**config.mk**
```make
export PLATFORM = sky130hd
export DESIGN_NAME = gmii_tx_arbiter
export DESIGN_NICKNAME = d
export VERILOG_FILES = /design/src/rtl/gmii_pkg.sv /design/src/rtl/gmii_beat_gate.sv /design/src/rtl/gmii_tx_arbiter.sv
export SDC_FILE = /design/constraint.sdc
export NUM_CORES = 1
export LEC_CHECK = 0
export BUFFER_PORTS_ARGS = -buffer_cell sky130_fd_sc_hd__buf_2
export CORE_MARGIN = 1.5
export CORE_UTILIZATION = 48
export CTS_CLUSTER_DIAMETER = 150
export CTS_CLUSTER_SIZE = 40
export DETAILED_ROUTE_END_ITERATION = 10
export GPL_TIMING_DRIVEN = 0
export PLACE_DENSITY_LB_ADDON = 0.2
export SLEW_MARGIN = 0
export SYNTH_ARGS = -nofsm -noshare
export SYNTH_HDL_FRONTEND = slang
export SYNTH_SLANG_ARGS = --single-unit
```
**constraint.sdc**
```tcl
create_clock -name tx_clk -period 2.6 [get_ports tx_clk]
set_input_delay 0.26 -clock tx_clk [delete_from_list [all_inputs] [get_ports tx_clk]]
set_output_delay 0.26 -clock tx_clk [all_outputs]
set_load 0.1 [all_outputs]
```
**src/rtl/gmii_pkg.sv**
```systemverilog
// Shared definitions for the GMII transmit arbiter slice.
// Frame sizing constants, arbitration state encoding and the source selector
// type used by the arbiter and its beat gate.
package gmii_pkg;

    localparam int unsigned VID_BURST = 240;  // video words per frame
    localparam int unsigned AUD_BLK   = 32;   // audio words per ADE block
    localparam int unsigned IFG_CYC   = 12;   // idle cycles between frames
    localparam int unsigned AUD_MAX   = 2;    // audio grants in a row while video waits
    localparam int unsigned BURST_W   = 11;   // width of burst_len / beat counter

    typedef enum logic [1:0] {
        IDLE,
        ARB,
        XFER,
        IFG
    } state_t;

    typedef enum logic {
        SRC_VID,
        SRC_AUD
    } src_t;

endpackage

```
**src/rtl/gmii_beat_gate.sv**
```systemverilog
// Read-enable gating for the granted send FIFO.
// Counts payload beats of the current frame, refuses reads past burst_len or
// from an empty FIFO, and flags rd_req hitting an empty granted FIFO.
// Ports:
//   tx_clk, sys_rst      clock, synchronous active-high reset
//   grant_vid/grant_aud  registered grants from the arbiter (never both set)
//   vid_empty/aud_empty  FIFO empty flags
//   rd_req               builder wants a payload word this cycle
//   pkt_done             frame finished; clears the beat counter
//   burst_len            payload words allowed in this frame
//   vid_rd_en/aud_rd_en  combinational FIFO read enables
//   underrun             registered 1-cycle pulse on a refused read to an empty FIFO
module gmii_beat_gate
    import gmii_pkg::*;
(
    input  logic               tx_clk,
    input  logic               sys_rst,
    input  logic               grant_vid,
    input  logic               grant_aud,
    input  logic               vid_empty,
    input  logic               aud_empty,
    input  logic               rd_req,
    input  logic               pkt_done,
    input  logic [BURST_W-1:0] burst_len,
    output logic               vid_rd_en,
    output logic               aud_rd_en,
    output logic               underrun
);

    logic [BURST_W-1:0] beats;
    src_t               src;
    logic               granted;
    logic               src_empty;
    logic               rd_ok;

    assign src       = grant_aud ? SRC_AUD : SRC_VID;
    assign granted   = grant_vid | grant_aud;
    assign src_empty = (src == SRC_AUD) ? aud_empty : vid_empty;
    // A request is eligible only while a grant is held and the burst has room.
    assign rd_ok     = rd_req & granted & (beats < burst_len);

    assign vid_rd_en = rd_ok & ~src_empty & (src == SRC_VID);
    assign aud_rd_en = rd_ok & ~src_empty & (src == SRC_AUD);

    always_ff @(posedge tx_clk) begin
        if (sys_rst) begin
            beats    <= '0;
            underrun <= 1'b0;
        end else begin
            underrun <= rd_ok & src_empty;
            if (pkt_done && granted) begin
                beats <= '0;
            end else if (vid_rd_en || aud_rd_en) begin
                beats <= beats + 1'b1;
            end
        end
    end

endmodule

```
**src/rtl/gmii_tx_arbiter.sv**
```systemverilog
// Schedules the shared GMII transmit path between the video-line FIFO and the
// audio/aux FIFO, issues a start pulse plus word count per frame, gates FIFO
// reads to the frame burst and enforces the inter-frame gap.
// Ports:
//   tx_clk, sys_rst       125 MHz tx clock, synchronous active-high reset
//   vid_empty, vid_level  video FIFO empty flag and readable word count
//   aud_empty             audio FIFO empty flag
//   aud_req, aud_num      audio period closed pulse and its ADE block count
//   rd_req, pkt_done      builder word request and end-of-frame pulse
//   start                 1-cycle frame start pulse
//   grant_vid, grant_aud  owner of the current/next frame
//   burst_len             payload words of this frame
//   vid_rd_en, aud_rd_en  FIFO read enables (combinational)
//   underrun              rd_req hit an empty granted FIFO
//   aud_drop              pending audio request overwritten before service
module gmii_tx_arbiter
    import gmii_pkg::*;
(
    input  logic               tx_clk,
    input  logic               sys_rst,
    input  logic               vid_empty,
    input  logic [9:0]         vid_level,
    input  logic               aud_empty,
    input  logic               aud_req,
    input  logic [3:0]         aud_num,
    input  logic               rd_req,
    input  logic               pkt_done,
    output logic               start,
    output logic               grant_vid,
    output logic               grant_aud,
    output logic [BURST_W-1:0] burst_len,
    output logic               vid_rd_en,
    output logic               aud_rd_en,
    output logic               underrun,
    output logic               aud_drop
);

    state_t             state, state_nx;
    logic               vid_ok;
    logic               aud_new;
    logic               sel_aud, sel_vid;
    logic               aud_pend;
    logic [3:0]         aud_num_q;
    logic [1:0]         starv;
    logic [3:0]         ifg_cnt;
    logic               ifg_last;
    logic               start_nx, grant_vid_nx, grant_aud_nx;
    logic [BURST_W-1:0] burst_len_nx;

    assign vid_ok   = vid_level >= 10'(VID_BURST);
    assign aud_new  = aud_req && (aud_num != '0);
    assign ifg_last = ifg_cnt == 4'(IFG_CYC - 1);

    // Audio wins unless it has already been granted AUD_MAX times in a row
    // while a full video burst was waiting.
    always_comb begin
        sel_aud = 1'b0;
        sel_vid = 1'b0;
        if (state == ARB) begin
            if (aud_pend && ((starv < 2'(AUD_MAX)) || !vid_ok)) begin
                sel_aud = 1'b1;
            end else if (vid_ok) begin
                sel_vid = 1'b1;
            end
        end
    end

    always_comb begin
        state_nx = state;
        unique case (state)
            IDLE:    state_nx = ARB;
            ARB:     if (sel_aud || sel_vid) state_nx = XFER;
            XFER:    if (pkt_done) state_nx = IFG;
            IFG:     if (ifg_last) state_nx = ARB;
            default: state_nx = IDLE;
        endcase
    end

    always_comb begin
        start_nx     = sel_aud || sel_vid;
        grant_vid_nx = grant_vid;
        grant_aud_nx = grant_aud;
        burst_len_nx = burst_len;
        if (sel_vid) begin
            grant_vid_nx = 1'b1;
            grant_aud_nx = 1'b0;
            burst_len_nx = BURST_W'(VID_BURST);
        end else if (sel_aud) begin
            grant_vid_nx = 1'b0;
            grant_aud_nx = 1'b1;
            // Uses the count latched before any aud_req arriving this cycle.
            burst_len_nx = BURST_W'(aud_num_q) * BURST_W'(AUD_BLK);
        end else if ((state == XFER) && pkt_done) begin
            grant_vid_nx = 1'b0;
            grant_aud_nx = 1'b0;
        end
    end

    always_ff @(posedge tx_clk) begin
        if (sys_rst) begin
            state     <= IDLE;
            start     <= 1'b0;
            grant_vid <= 1'b0;
            grant_aud <= 1'b0;
            burst_len <= '0;
            aud_drop  <= 1'b0;
            aud_pend  <= 1'b0;
            aud_num_q <= '0;
            starv     <= '0;
            ifg_cnt   <= '0;
        end else begin
            state     <= state_nx;
            start     <= start_nx;
            grant_vid <= grant_vid_nx;
            grant_aud <= grant_aud_nx;
            burst_len <= burst_len_nx;
            ifg_cnt   <= ((state == IFG) && !ifg_last) ? ifg_cnt + 4'd1 : '0;
            // A request landing in the grant cycle re-arms pending, no drop.
            aud_drop  <= aud_new && aud_pend && !sel_aud;
            if (aud_new) begin
                aud_pend  <= 1'b1;
                aud_num_q <= aud_num;
            end else if (sel_aud) begin
                aud_pend  <= 1'b0;
            end
            if (sel_vid) begin
                starv <= '0;
            end else if (sel_aud && vid_ok && (starv < 2'(AUD_MAX))) begin
                starv <= starv + 2'd1;
            end
        end
    end

    gmii_beat_gate u_beat_gate (
        .tx_clk    (tx_clk),
        .sys_rst   (sys_rst),
        .grant_vid (grant_vid),
        .grant_aud (grant_aud),
        .vid_empty (vid_empty),
        .aud_empty (aud_empty),
        .rd_req    (rd_req),
        .pkt_done  (pkt_done),
        .burst_len (burst_len),
        .vid_rd_en (vid_rd_en),
        .aud_rd_en (aud_rd_en),
        .underrun  (underrun)
    );

endmodule

```
### After elaboration in Yosys (flattened, before gate mapping)

Index checks and enable logic that the tools add are counted.

* multiplexer cells: 19
* bitwise operators: 10
* shift operators: 0
* reduce and logical (&&, ||, !) cells: 25
* equality and inequality tests: 7
* multiply operators: 0
* $add $sub $neg: 3
* magnitude comparators: 3
* div/mod/pow operators: 0

Operators by type and width (count)
* two-way mux 8 bit: 2
* two-way mux 1 bit: 13
* adder 11 x 1 -> 11 bit, second input constant: 1
* < comparator 11 x 9 -> 1 bit: 1
* greater-or-equal comparator 10 x 8 -> 1 bit, second input constant: 1
* logical AND 1 bit: 9
* one-hot mux 2 bit (4 select lines): 1
* bitwise AND 1 bit: 6
* two-way mux 2 bit: 3
* inequality test 2 bit, second input constant: 3
* nonzero test 2 bit: 3
* OR reduction 2 bit: 3
* adder 4 x 1 -> 4 bit, second input constant: 1
* equality test 2 bit, second input constant: 2
* equality test 4 bit, second input constant: 1
* nonzero test 4 bit: 1
* zero test 1 bit: 3
* logical OR 1 bit: 3
* NOT 1 bit: 3
* AND reduction 3 bit: 1
* nonzero test 3 bit: 1
* adder 2 x 1 -> 2 bit, second input constant: 1
* equality test 2 x 1 -> 1 bit, second input constant: 1
* zero test 2 bit: 1
* 2 further kinds: 2

* output and inout port bits: 18
* word-level logic and storage cells: 80
* memories: 0
* bits in latches: 0
* flip-flop bits (word level): 34
* input bits: 21
* bits in writable memories: 0
* bits in read-only memories: 0

### Depth between registers and ports, before layout

Gate-level depths: netlist (run 1).

* depth after elaboration: 9
* mapped depth: 8

### By module

From an unflattened synthesis (run 1), not the netlist that was laid out.

* cell total of the unflattened synthesis: 219
* area, all modules: 1883.1 µm²

Modules (own cells, without submodules)
* gmii_tx_arbiter: cells each 112, times used 1, area each 1024.7 µm²
* gmii_beat_gate: cells each 107, times used 1, area each 858.3 µm²

### Worst setup path before layout (run 1)

OpenSTA, ideal clock, no wires.

* kind: reg2out
* from: register burst_len[8]
* to: output port aud_rd_en
* data required time: 2.340 ns
* cell stages (with the launch flop): 8
* buffers on the path: 1
* slack: -1.835 ns
* data arrival time: 4.175 ns
* cell sequence: dfxtp_1 > inv_1 > ha_1 > nor4b_4 > nand3_2 > a21o_1 > buf_6 > nor3b_1

* longest elaborated chain between the ends: 4

RTL lines
* from (decl): line gmii_tx_arbiter.sv:31 `output logic [BURST_W-1:0] burst_len,`
* from (signal assigned): line gmii_tx_arbiter.sv:116 `burst_len <= burst_len_nx;`
* < comparator 11 x 9 -> 1 bit: line gmii_beat_gate.sv:40 `assign rd_ok = rd_req & granted & (beats < burst_len);`
* bitwise AND 1 bit: line gmii_beat_gate.sv:40
* bitwise AND 1 bit (2 in a row): line gmii_beat_gate.sv:43 `assign aud_rd_en = rd_ok & ~src_empty & (src == SRC_AUD);`
* to (decl): line gmii_tx_arbiter.sv:33 `output logic aud_rd_en,`

No other way between the ends.

### Worst setup path after layout (run 1)

* from: register u_beat_gate.beats[6]
* to: output port vid_rd_en

* longest elaborated chain between the ends: 4

RTL lines
* from (decl): line gmii_beat_gate.sv:30 `logic [BURST_W-1:0] beats;`
* from (signal assigned): line gmii_beat_gate.sv:54 `beats <= beats + 1'b1;`
* < comparator 11 x 9 -> 1 bit: line gmii_beat_gate.sv:40
* bitwise AND 1 bit: line gmii_beat_gate.sv:40
* bitwise AND 1 bit (2 in a row): line gmii_beat_gate.sv:42 `assign vid_rd_en = rd_ok & ~src_empty & (src == SRC_VID);`
* to (decl): line gmii_tx_arbiter.sv:32 `output logic vid_rd_en,`

No other way between the ends.

==> results of run 1 <==
-- logic make-up after synthesis --
family	Yosys count	share of synthesized area, %
compound gates	44	17.4
fa+ha+maj	10	7.56
xor+xnor	2	1.06
flops	34	41.1
mux	4	2.50
other cells	1	0.227
buf+inv	23	7.03
simple gates	75	23.1
-- where the power goes --
part           internal [W]  total [W]  switching, W  leakage (nW)
combinational      0.000150   0.000583      0.000432         0.488
clock             0.0000963   0.000268      0.000171        0.0277
sequential         0.000582   0.000626     0.0000446         0.281
-- synthesized netlist by cell type, drive strengths merged --
cell type,count
xor2,1
nor2,15
o311ai,1
mux2i,3
nand2,26
inv,13
nand4,4
nand3,6
a22oi,2
xnor2,1
a2111oi,1
a31o,2
o31ai,3
o21ai,5
nor2b,2
ha,10
mux2,1
a21o,5
and2,3
nor3,6
a21oi,21
nor3b,1
o41ai,1
a211oi,1
or4,4
or3,1
dfxtp,34
conb,1
a31oi,2
clkbuf,1
or2,4
nor4b,1
nand2b,2
buf,9
-- per-stage QoR --
step | area [um2] | instances | hold slack (ns) | util, % | power, W
after floorplan | 1710 | 198 | 0.396 | - | 0.00112
after global placement | 1910 | 272 | 0.433 | 57.7 | 0.00122
after detailed placement | 1910 | 272 | 0.436 | 57.7 | 0.00122
after CTS | 1960 | 280 | 0.153 | 59.3 | 0.00149
after global routing | 1970 | 280 | 0.157 | 59.5 | 0.00156
final | 1970 | 280 | 0.167 | 59.5 | 0.00148
-- layout make-up --
class	instances	area, um2
buffer	10	67.6
inverter	13	48.8
clock inverter	3	11.3
sequential	34	699
fill	329	1340
multi-input combinational	141	898
clock buffer	5	37.5
tap	46	57.6
timing repair buffer	28	149
-- final timing paths --
path	to	slack, ns	cells after the start	startpoint
setup / recovery	vid_rd_en	0.18	7	u_beat_gate.beats[6]
hold reg to reg	ifg_cnt[0]	0.45	1	ifg_cnt[0]
hold / removal	aud_num_q[0]	0.17	3	aud_num[0]
setup reg to reg	u_beat_gate.beats[0]	0.54	7	u_beat_gate.beats[6]
-- worst max-delay path, stage by stage, from the launching register on --
cell	delay, ns
dfxtp_1	0.46
ha_1	0.28
a21oi_1	0.14
o21ai_1	0.13
a21o_1	0.23
buf_6	0.16
nor3_4	0.09
clkbuf_4	0.34
-- what timing repair did --
action,4_1_cts,5_1_grt
buffers inserted,0,0
gates resized for setup,1,2
setup endpoints to repair,1,2
-- metal layers --
| layer | GRT usage [%] | up-vias | wire length, um |
|---|---|---|---|
| met5 | 0 | - | 0 |
| met4 | 6.38 | 0 | 45 |
| met3 | 6.00 | 5 | 114 |
| met2 | 24.1 | 21 | 1360 |
| met1 | 21.0 | 606 | 1480 |
| li1 | - | 743 | - |
-- sequential cells by signal (all words and copies together), names as in the netlist, 2 cells and up --
register and flops:
aud_num_q 4, u_beat_gate.beats 11, ifg_cnt 4, starv 2, burst_len 5, state 2
==> run summary, run 1 <==
Max-Slew Margin vs Limit - 34.2%
Number of nets in the layout - 264
Starting DRC count in detailed routing - 73
Smallest setup slack after layout - 0.176 ns
Area share of the largest cell type after synthesis - 41.1%
Maximum number of pins on one net before global-route repair - 11
Number of buffers inserted by port buffering - 28
Number of unique standard cell types used by synthesis - 39
Detailed-route DRC error count - 0
Crit Path Max Fanout - 10
Worst Clk Skew - 0.00583 ns
Worst EP required - 2.34 ns
Count of yosys warnings during synthesis - 0
CTS Root Cell - clkbuf_4
Total Negative Setup Slacks - 0 ns
Number of H-tree levels - 2
Cell taking the most area after synthesis - dfxtp_1
Drt via density - 4.91
Final setup viols - 0
Initial antenna violation count - 0
Synthesized area per cell - 8.57 um2
Number of pins exceeding their max-slew limit in the final report - 0
Die Height - 61.7 um
Number of buffers on the longest clock path - 2
Number of buffers added by the clock tree synthesis step - 5
Crit Path Category - flip-flop to primary output
Hold Violations, Final - 0
PwrDens - 750 nW/um2
Core outline area - 3310 um2
Classification of the worst-slack hold path - primary input to flip-flop
Final worst-path cycle share - 93.2%
Clock slew seen by the registers of the worst setup and hold paths - 0.10 ns
Category of the worst setup path capture point - primary output
1st-pass router iterations - 4
Leakage dissipation - 0.797 nW
RSZ-0062 raised after global routing - false
Initial cell density of the core - 50.0%
Commonest non-fill, non-tap cell in the layout - dfxtp_1
Synthesized netlist cell count - 193
# hold bufs at CTS - 0
Transition time of the tightest slew-check pin - 0.974 ns
Count of max-cap constraint violations - 0
HPWL after detailed placement - 2350 um
Die Wd - 61.7 um
Worst setup timing slack at the placement stage - 0.367 ns
Final period demand of the worst path - 2.42 ns
Share of layout cells above drive strength 1 - 25.6%
Routed WL - 3000 um
Wire length per cell - 10.7 um
Top library cells by usage in the layout, fill and taps aside - 27 x dfxtp_1, 26 x nand2_1, 26 x buf_2, 21 x a21oi_1, 15 x nor2_1
Wire length of the first global-routing pass - 4410 um
Ranking of synthesized cells by area - dfxtp_1 41%, ha_1 7.6%, a21oi_1 6.4%
Number of register bits inferred by synthesis - 34
Count of antenna-violating nets left after detailed routing - 0
VDD IR max - 0.519 mV
Weighted congestion at the end of routability-driven global placement - 0.754
Remaining global-route overflow - 0
Sinks on the clock net - 34
Total die area - 3810 um2
Count of vias placed by the detailed router - 1375
Post-Syn Area - 1650 um2
Worst Setup Start Kind - flip-flop
Arrival @ worst endpoint - 2.16 ns
Row cnt - 21
TritonCTS clock tree - built
Vias in the first global route - 1030
Antenna Diode Count - 0
Post-synthesis to final-layout area growth - 19.1%
GRT Resource Usage Total - 16.0%
Worst skew pair latency - 0.33 ns
Status - complete, no violations
Fraction of the yosys area taken by sequential cells - 41.1%
IO Count - 39
Max Freq - 413 MHz
No activity file was read; power rests on OpenSTA's default activity.
==> run 2: changes to the inputs <==
BUFFER_PORTS_ARGS = -buffer_cell sky130_fd_sc_hd__buf_4   (was -buffer_cell sky130_fd_sc_hd__buf_2)
==> run 2 against run 1 <==
Routed wire length up 7.3%. First-iteration DRC count up 29%. Clock power up 48%. Sequential share of layout area down 1.7 points. Critical path depth unchanged. Largest cell class unchanged. Largest power group unchanged.
==> run summary, run 2 (synthesis gave the netlist of run 1 again) <==
Status - complete, no violations
HPWL after detailed placement - 2450 um (+4.0%)
Crit Path Category - flip-flop to primary output
Flip-flop count of the largest register after layout - 11 (unchanged)
Max Freq - 411 MHz (-0.41%)
1st-pass router iterations - 4 (unchanged)
Antenna Diode Count - 0 (unchanged)
Vias in the first global route - 1198 (+16%)
Worst EP required - 2.34 ns (about the same)
Number of buffers inserted by port buffering - 28 (unchanged)
Final worst-path cycle share - 93.6% (+0.38 points)
Worst hold slack - 0.156 ns (-0.0108 ns)
Initial cell density of the core - 50.0% (unchanged)
Reg-to-reg critical path startpoint - u_beat_gate.beats[6]
Clock slew seen by the registers of the worst setup and hold paths - 0.12 ns (+0.02 ns)
Setup slack of the worst register-to-register path - 0.56 ns (+0.02 ns)
TritonCTS clock tree - built
Bufs and invs on worst path - 2 (unchanged)
Worst Setup Start Kind - flip-flop
Routed WL - 3220 um (+7.3%)
Die Height - 61.7 um (unchanged)
Leakage dissipation - 0.821 nW (+3.1%)
Detailed-route DRC error count - 0 (unchanged)
End of the worst register-to-register path - u_beat_gate.beats[0]
Worst skew pair latency - 0.35 ns (+0.02 ns)
Register with the most flip-flops - u_beat_gate.beats
Internal Dissipation - 0.000958 W (+16%)
Filler cell count - 315 (-4.3%)
Row cnt - 21 (unchanged)
Remaining global-route overflow - 0 (unchanged)
Count of max-cap constraint violations - 0 (unchanged)
Worst Setup EP - aud_rd_en
Classification of the worst-slack hold path - primary input to flip-flop
Total die area - 3810 um2 (unchanged)
Share of layout cells above drive strength 1 - 26.9% (+1.3 points)
Initial antenna violation count - 0 (unchanged)
Number of pins exceeding their max-slew limit in the final report - 0 (unchanged)
Total Negative Setup Slacks - 0 ns (unchanged)
Logic pwr share - 37.4% (-2.1 points)
Core outline area - 3310 um2 (unchanged)
Crit path cell chain - ha_1 > a21oi_1 > o21ai_1 > a21o_1 > buf_6 > nor3b_4 > buf_6
Final period demand of the worst path - 2.43 ns (+0.00992 ns)
Weighted congestion at the end of routability-driven global placement - 0.755 (about the same)
Worst path slowest cell - dfxtp_1
CP top delay family - compound AO/OA/AOI/OAI gates
Net Sw Frac - 41.5% (-2.4 points)
CTS Root Cell - clkbuf_4
Die Wd - 61.7 um (unchanged)
Drt via density - 5.09 (+3.6%)
Number of buffers added by the clock tree synthesis step - 5 (unchanged)
Launching element of the worst setup path - u_beat_gate.beats[6]
Max-Slew Margin vs Limit - 34.8% (+0.62 points)
Power share of the clock group - 24.3% (+6.2 points)
Transition time of the tightest slew-check pin - 0.965 ns (-0.00918 ns)
VDD IR max - 0.534 mV (+2.9%)
Smallest setup slack after layout - 0.166 ns (-0.00992 ns)
Maximum number of pins on one net before global-route repair - 13 (+2)
Final setup viols - 0 (unchanged)
Count of antenna-violating nets left after detailed routing - 0 (unchanged)
Sinks on the clock net - 34 (unchanged)
Levels on crit path - 7 (unchanged)
PwrDens - 792 nW/um2 (+5.6%)
RSZ-0062 raised after global routing - false
Hold Violations, Final - 0 (unchanged)
Portion of total power attributed to sequential cells - 38.3% (-4.1 points)
Wire length of the first global-routing pass - 5090 um (+15%)
Starting DRC count in detailed routing - 94 (+29%)
Net load switching power - 0.000680 W (+4.8%)
Category of the worst setup path capture point - primary output
# hold bufs at CTS - 0 (unchanged)
Number of buffers on the longest clock path - 2 (unchanged)
Worst Clk Skew - 0.0168 ns (+0.0110 ns)
Crit Path Max Fanout - 10 (unchanged)
Arrival @ worst endpoint - 2.17 ns (about the same)
GRT Resource Usage Total - 18.2% (+2.1 points)
Number of H-tree levels - 2 (unchanged)
Number of nets in the layout - 264 (unchanged)
FF-to-FF path depth - 7 (unchanged)
IO Count - 39 (unchanged)
Wire length per cell - 11.5 um (+7.3%)
Worst setup timing slack at the placement stage - 0.492 ns (+0.125 ns)
Commonest non-fill, non-tap cell in the layout - buf_4
Post-synthesis to final-layout area growth - 25.0%
Registers with the most flip-flops - u_beat_gate.beats: 11 flops, burst_len: 5 flops
Count of vias placed by the detailed router - 1424 (+3.6%)
Top library cells by usage in the layout, fill and taps aside - 33 x buf_4, 27 x dfxtp_1, 26 x nand2_1, 21 x a21oi_1, 15 x nor2_1
Stage delay of the slowest cell on the critical path - 0.46 ns (about the same)
Most common cell type on the critical path - buf_6
-- run 2: cell types whose count changed in the layout (fill, tap and decap cells not counted), sizes merged --
cell	delta
clkinvlp	+2
clkbuf	-1
bufinv	+1
buf	+1
clkinv	-3
-- run 2: per-layer routing --
layer  wire (um)  part of all wire [%]  GRT usage, %  vias up
met4          55                   1.7          7.60        0
li1            -                     -             -      746
met5           0                     0             0        -
met3         143                   4.4          4.35        7
met2        1520                    47          29.6       25
met1        1500                    47          23.1      646
-- run 2: area by class of cell --
cell class                 count  area, um2  share of cell area, %
buffer                        10       67.6                   3.27
tap                           46       57.6                   2.78
timing repair buffer          28        214                   10.3
clock buffer                   5       37.5                   1.81
clock inverter                 3       45.0                   2.18
sequential                    34        699                   33.8
multi-input combinational    141        898                   43.4
inverter                      13       48.8                   2.36
-- run 2: per-stage QoR --
stage | instance area [um2] | util, % | power (W) | cells
2_1_floorplan | 1710 | - | 0.00112 | 198
3_3_place_gp | 1980 | 59.9 | 0.00124 | 272
3_5_place_dp | 1980 | 59.9 | 0.00125 | 272
4_1_cts | 2060 | 62.4 | 0.00165 | 280
5_1_grt | 2070 | 62.5 | 0.00172 | 280
6_report | 2070 | 62.5 | 0.00164 | 280
-- run 2: worst min-delay path: stages --
cell     delay (ns)
buf_4          0.11
nand2_1        0.05
a21oi_1        0.05
-- run 2: power by group through the flow --
stage                     clock network (W)  logic [W]  registers (W)
final                              0.000397   0.000613       0.000627
after global placement                    0   0.000603       0.000640
after detailed placement                  0   0.000612       0.000640
after CTS                          0.000404   0.000616       0.000628
after global routing               0.000417   0.000667       0.000638
after floorplan                           0   0.000288       0.000837
-- run 2: how the worst min path moves through the flow --
stage                   end  slack [ns]        from  cells past startpoint
3_5_place_dp     ifg_cnt[0]        0.44  ifg_cnt[0]                      1
3_3_place_gp     ifg_cnt[0]        0.43  ifg_cnt[0]                      1
5_1_grt        aud_num_q[0]        0.15  aud_num[0]                      3
6_report       aud_num_q[0]        0.16  aud_num[0]                      3
4_1_cts        aud_num_q[0]        0.15  aud_num[0]                      3
2_1_floorplan  aud_num_q[0]        0.40  aud_num[0]                      2
-- run 2: what timing repair did --
action,4_1_cts,5_1_grt
setup buffers,0,0
setup endpoints to repair,0,1
resized for setup,0,1
==> run 3: changes to the inputs <==
==> constraint.sdc (replaced) <==
create_clock -name tx_clk -period 2.6 [get_ports tx_clk]
set_input_delay 0.13 -clock tx_clk [delete_from_list [all_inputs] [get_ports tx_clk]]
set_output_delay 0.13 -clock tx_clk [all_outputs]
set_load 0.1 [all_outputs]
==> run 3 against run 2 <==
Non-clock buffer count stayed put. Largest cell class unchanged. Sequential share of layout area down 0.078 points. Design area fell by 0.67%. Clock skew down 0.0081 ns. First-iteration DRC count up 3.2%. Via count fell by 2.5%.
==> run summary, run 3 (synthesis gave the netlist of run 1 again) <==
Status - complete, no violations
Commonest non-fill, non-tap cell in the layout - buf_4
Setup slack of the worst register-to-register path - 0.54 ns (-0.02 ns)
TritonCTS clock tree - built
1st-pass router iterations - 4 (unchanged)
Weighted congestion at the end of routability-driven global placement - 0.757 (+0.25%)
WHS Endpoint - aud_num_q[0]
Worst hold slack - 0.0341 ns (-0.122 ns)
Post-route cell area - 2050 um2 (-0.67%)
CP top delay family - compound AO/OA/AOI/OAI gates
Count of vias placed by the detailed router - 1388 (-2.5%)
Detailed-route DRC error count - 0 (unchanged)
Max Freq - 425 MHz (+3.5%)
Portion of total power attributed to sequential cells - 39.1% (+0.8 points)
Starting DRC count in detailed routing - 97 (+3.2%)
Register with the most flip-flops - u_beat_gate.beats
Arrival @ worst endpoint - 2.22 ns (+0.05 ns)
Postcts setup bufs - 0 (unchanged)
Count of antenna-violating nets left after detailed routing - 0 (unchanged)
Wire length of the first global-routing pass - 4880 um (-4.1%)
Wire length per cell - 11.4 um (-0.81%)
Antenna Diode Count - 0 (unchanged)
Filler cell count - 318 (+0.95%)
Initial antenna violation count - 0 (unchanged)
Core outline area - 3310 um2 (unchanged)
Number of H-tree levels - 2 (unchanged)
Max-Slew Margin vs Limit - 35.4% (+0.58 points)
Final period demand of the worst path - 2.35 ns (-0.0820 ns)
Share of layout cells above drive strength 1 - 26.5% (-0.43 points)
Reg-to-reg critical path startpoint - u_beat_gate.beats[6]
Final worst-path cycle share - 90.5% (-3.2 points)
Top library cells by usage in the layout, fill and taps aside - 34 x buf_4, 28 x dfxtp_1, 26 x nand2_1, 21 x a21oi_1, 15 x nor2_1
HPWL after detailed placement - 2460 um (+0.52%)
Logic pwr share - 38.0% (+0.6 points)
Classification of the worst-slack hold path - primary input to flip-flop
Worst skew pair latency - 0.34 ns (about the same)
Number of nets in the layout - 264 (unchanged)
VDD IR max - 0.430 mV (-19%)
Crit Path Max Fanout - 10 (unchanged)
Final setup viols - 0 (unchanged)
GRT Resource Usage Total - 17.8% (-0.35 points)
Die Wd - 61.7 um (unchanged)
Startpoint of the most critical hold path - aud_num[0]
Hold-critical path depth - 3 (unchanged)
Internal Dissipation - 0.000936 W (-2.3%)
Crit path cell chain - ha_1 > a21oi_1 > o21ai_1 > a21o_1 > buf_6 > nor3b_4 > buf_4
Stage delay of the slowest cell on the critical path - 0.46 ns (about the same)
Clock slew seen by the registers of the worst setup and hold paths - 0.11 ns (about the same)
Transition time of the tightest slew-check pin - 0.956 ns (-0.00858 ns)
Count of max-cap constraint violations - 0 (unchanged)
FF-to-FF path depth - 7 (unchanged)
RSZ-0062 raised after global routing - false
Row cnt - 21 (unchanged)
Leakage dissipation - 0.827 nW (+0.67%)
PwrDens - 778 nW/um2 (-1.7%)
Total Negative Setup Slacks - 0 ns (unchanged)
Sinks on the clock net - 34 (unchanged)
Number of pins exceeding their max-slew limit in the final report - 0 (unchanged)
Instance area at placement - 1980 um2 (-0.32%)
Net load switching power - 0.000662 W (-2.5%)
Total die area - 3810 um2 (unchanged)
Worst Clk Skew - 0.00873 ns (-0.00806 ns)
Final standard cell utilization of the core - 62.1% (-0.42 points)
Number of buffers inserted by port buffering - 28 (unchanged)
Drt via density - 4.96 (-2.5%)
Worst EP required - 2.47 ns (+0.13 ns)
# hold bufs at CTS - 0 (unchanged)
Bufs and invs on worst path - 2 (unchanged)
Routed WL - 3190 um (-0.81%)
Worst path slowest cell - dfxtp_1
Flip-flop count of the largest register after layout - 11 (unchanged)
Power share of the clock group - 22.9% (-1.4 points)
Die Height - 61.7 um (unchanged)
CTS Root Cell - clkbuf_4
Remaining global-route overflow - 0 (unchanged)
Maximum number of pins on one net before global-route repair - 11 (-2)
End of the worst register-to-register path - u_beat_gate.beats[0]
Hold Violations, Final - 0 (unchanged)
Quantity of gates resized following cts - 0 (unchanged)
IO Count - 39 (unchanged)
Number of buffers added by the clock tree synthesis step - 5 (unchanged)
Registers with the most flip-flops - u_beat_gate.beats: 11 flops, burst_len: 5 flops
Net Sw Frac - 41.4% (-0.067 points)
Number of buffers on the longest clock path - 2 (unchanged)
Post-synthesis to final-layout area growth - 24.2%
Category of the worst setup path capture point - primary output
Vias in the first global route - 1143 (-4.6%)
Crit Path Category - flip-flop to primary output
Worst Setup Start Kind - flip-flop
Initial cell density of the core - 50.0% (unchanged)
-- run 3: cell count changes in the layout (fill, tap and decap cells not counted) --
cell	previous run	this run
buf_4	33	34
dfxtp_4	4	2
dfxtp_1	27	28
buf_6	2	1
clkbuf_8	0	3
bufinv_16	1	0
clkinvlp_4	2	0
dfxtp_2	3	4
-- run 3: how the worst max path moves through the flow --
stage,from,cells after the start,to
6_report,u_beat_gate.beats[6],7,aud_rd_en
3_3_place_gp,u_beat_gate.beats[6],7,u_beat_gate.beats[0]
2_1_floorplan,burst_len[4],5,aud_rd_en
4_1_cts,burst_len[8],8,aud_rd_en
3_5_place_dp,u_beat_gate.beats[6],7,u_beat_gate.beats[0]
5_1_grt,u_beat_gate.beats[6],7,aud_rd_en
-- run 3: power groups by stage --
stage | registers [W] | logic (W) | clock network, W
2_1_floorplan | 0.000833 | 0.000288 | 0
3_3_place_gp | 0.000636 | 0.000603 | 0
3_5_place_dp | 0.000638 | 0.000609 | 0
4_1_cts | 0.000626 | 0.000609 | 0.000379
5_1_grt | 0.000635 | 0.000657 | 0.000396
6_report | 0.000625 | 0.000608 | 0.000365
-- run 3: area by class of cell --
class	count	area (um2)	share of cell area, %
multi-input cells	141	898	43.7
inverters	13	48.8	2.38
clock buffers	8	78.8	3.84
well taps	46	57.6	2.80
repair buffers	28	210	10.2
flip-flops and latches	34	693	33.7
plain buffers	10	67.6	3.29
-- run 3: metal layers --
layer | up-vias | global-route usage [%] | wire [um]
li1 | 742 | - | -
met1 | 609 | 22.9 | 1560
met2 | 27 | 27.1 | 1430
met3 | 10 | 4.76 | 131
met4 | 0 | 10.0 | 76
met5 | - | 0 | 0
-- run 3: through the flow --
stage          total power, W  setup WS (ns)  std cells
3_5_place_dp          0.00125          0.565        272
4_1_cts               0.00161          0.220        280
6_report              0.00160          0.248        280
5_1_grt               0.00169         0.0786        280
2_1_floorplan         0.00112        0.00646        198
3_3_place_gp          0.00124          0.591        272
-- run 3: worst min-delay path: stages --
cell,delay [ns]
buf_4,0.11
nand2_1,0.05
a21oi_1,0.05
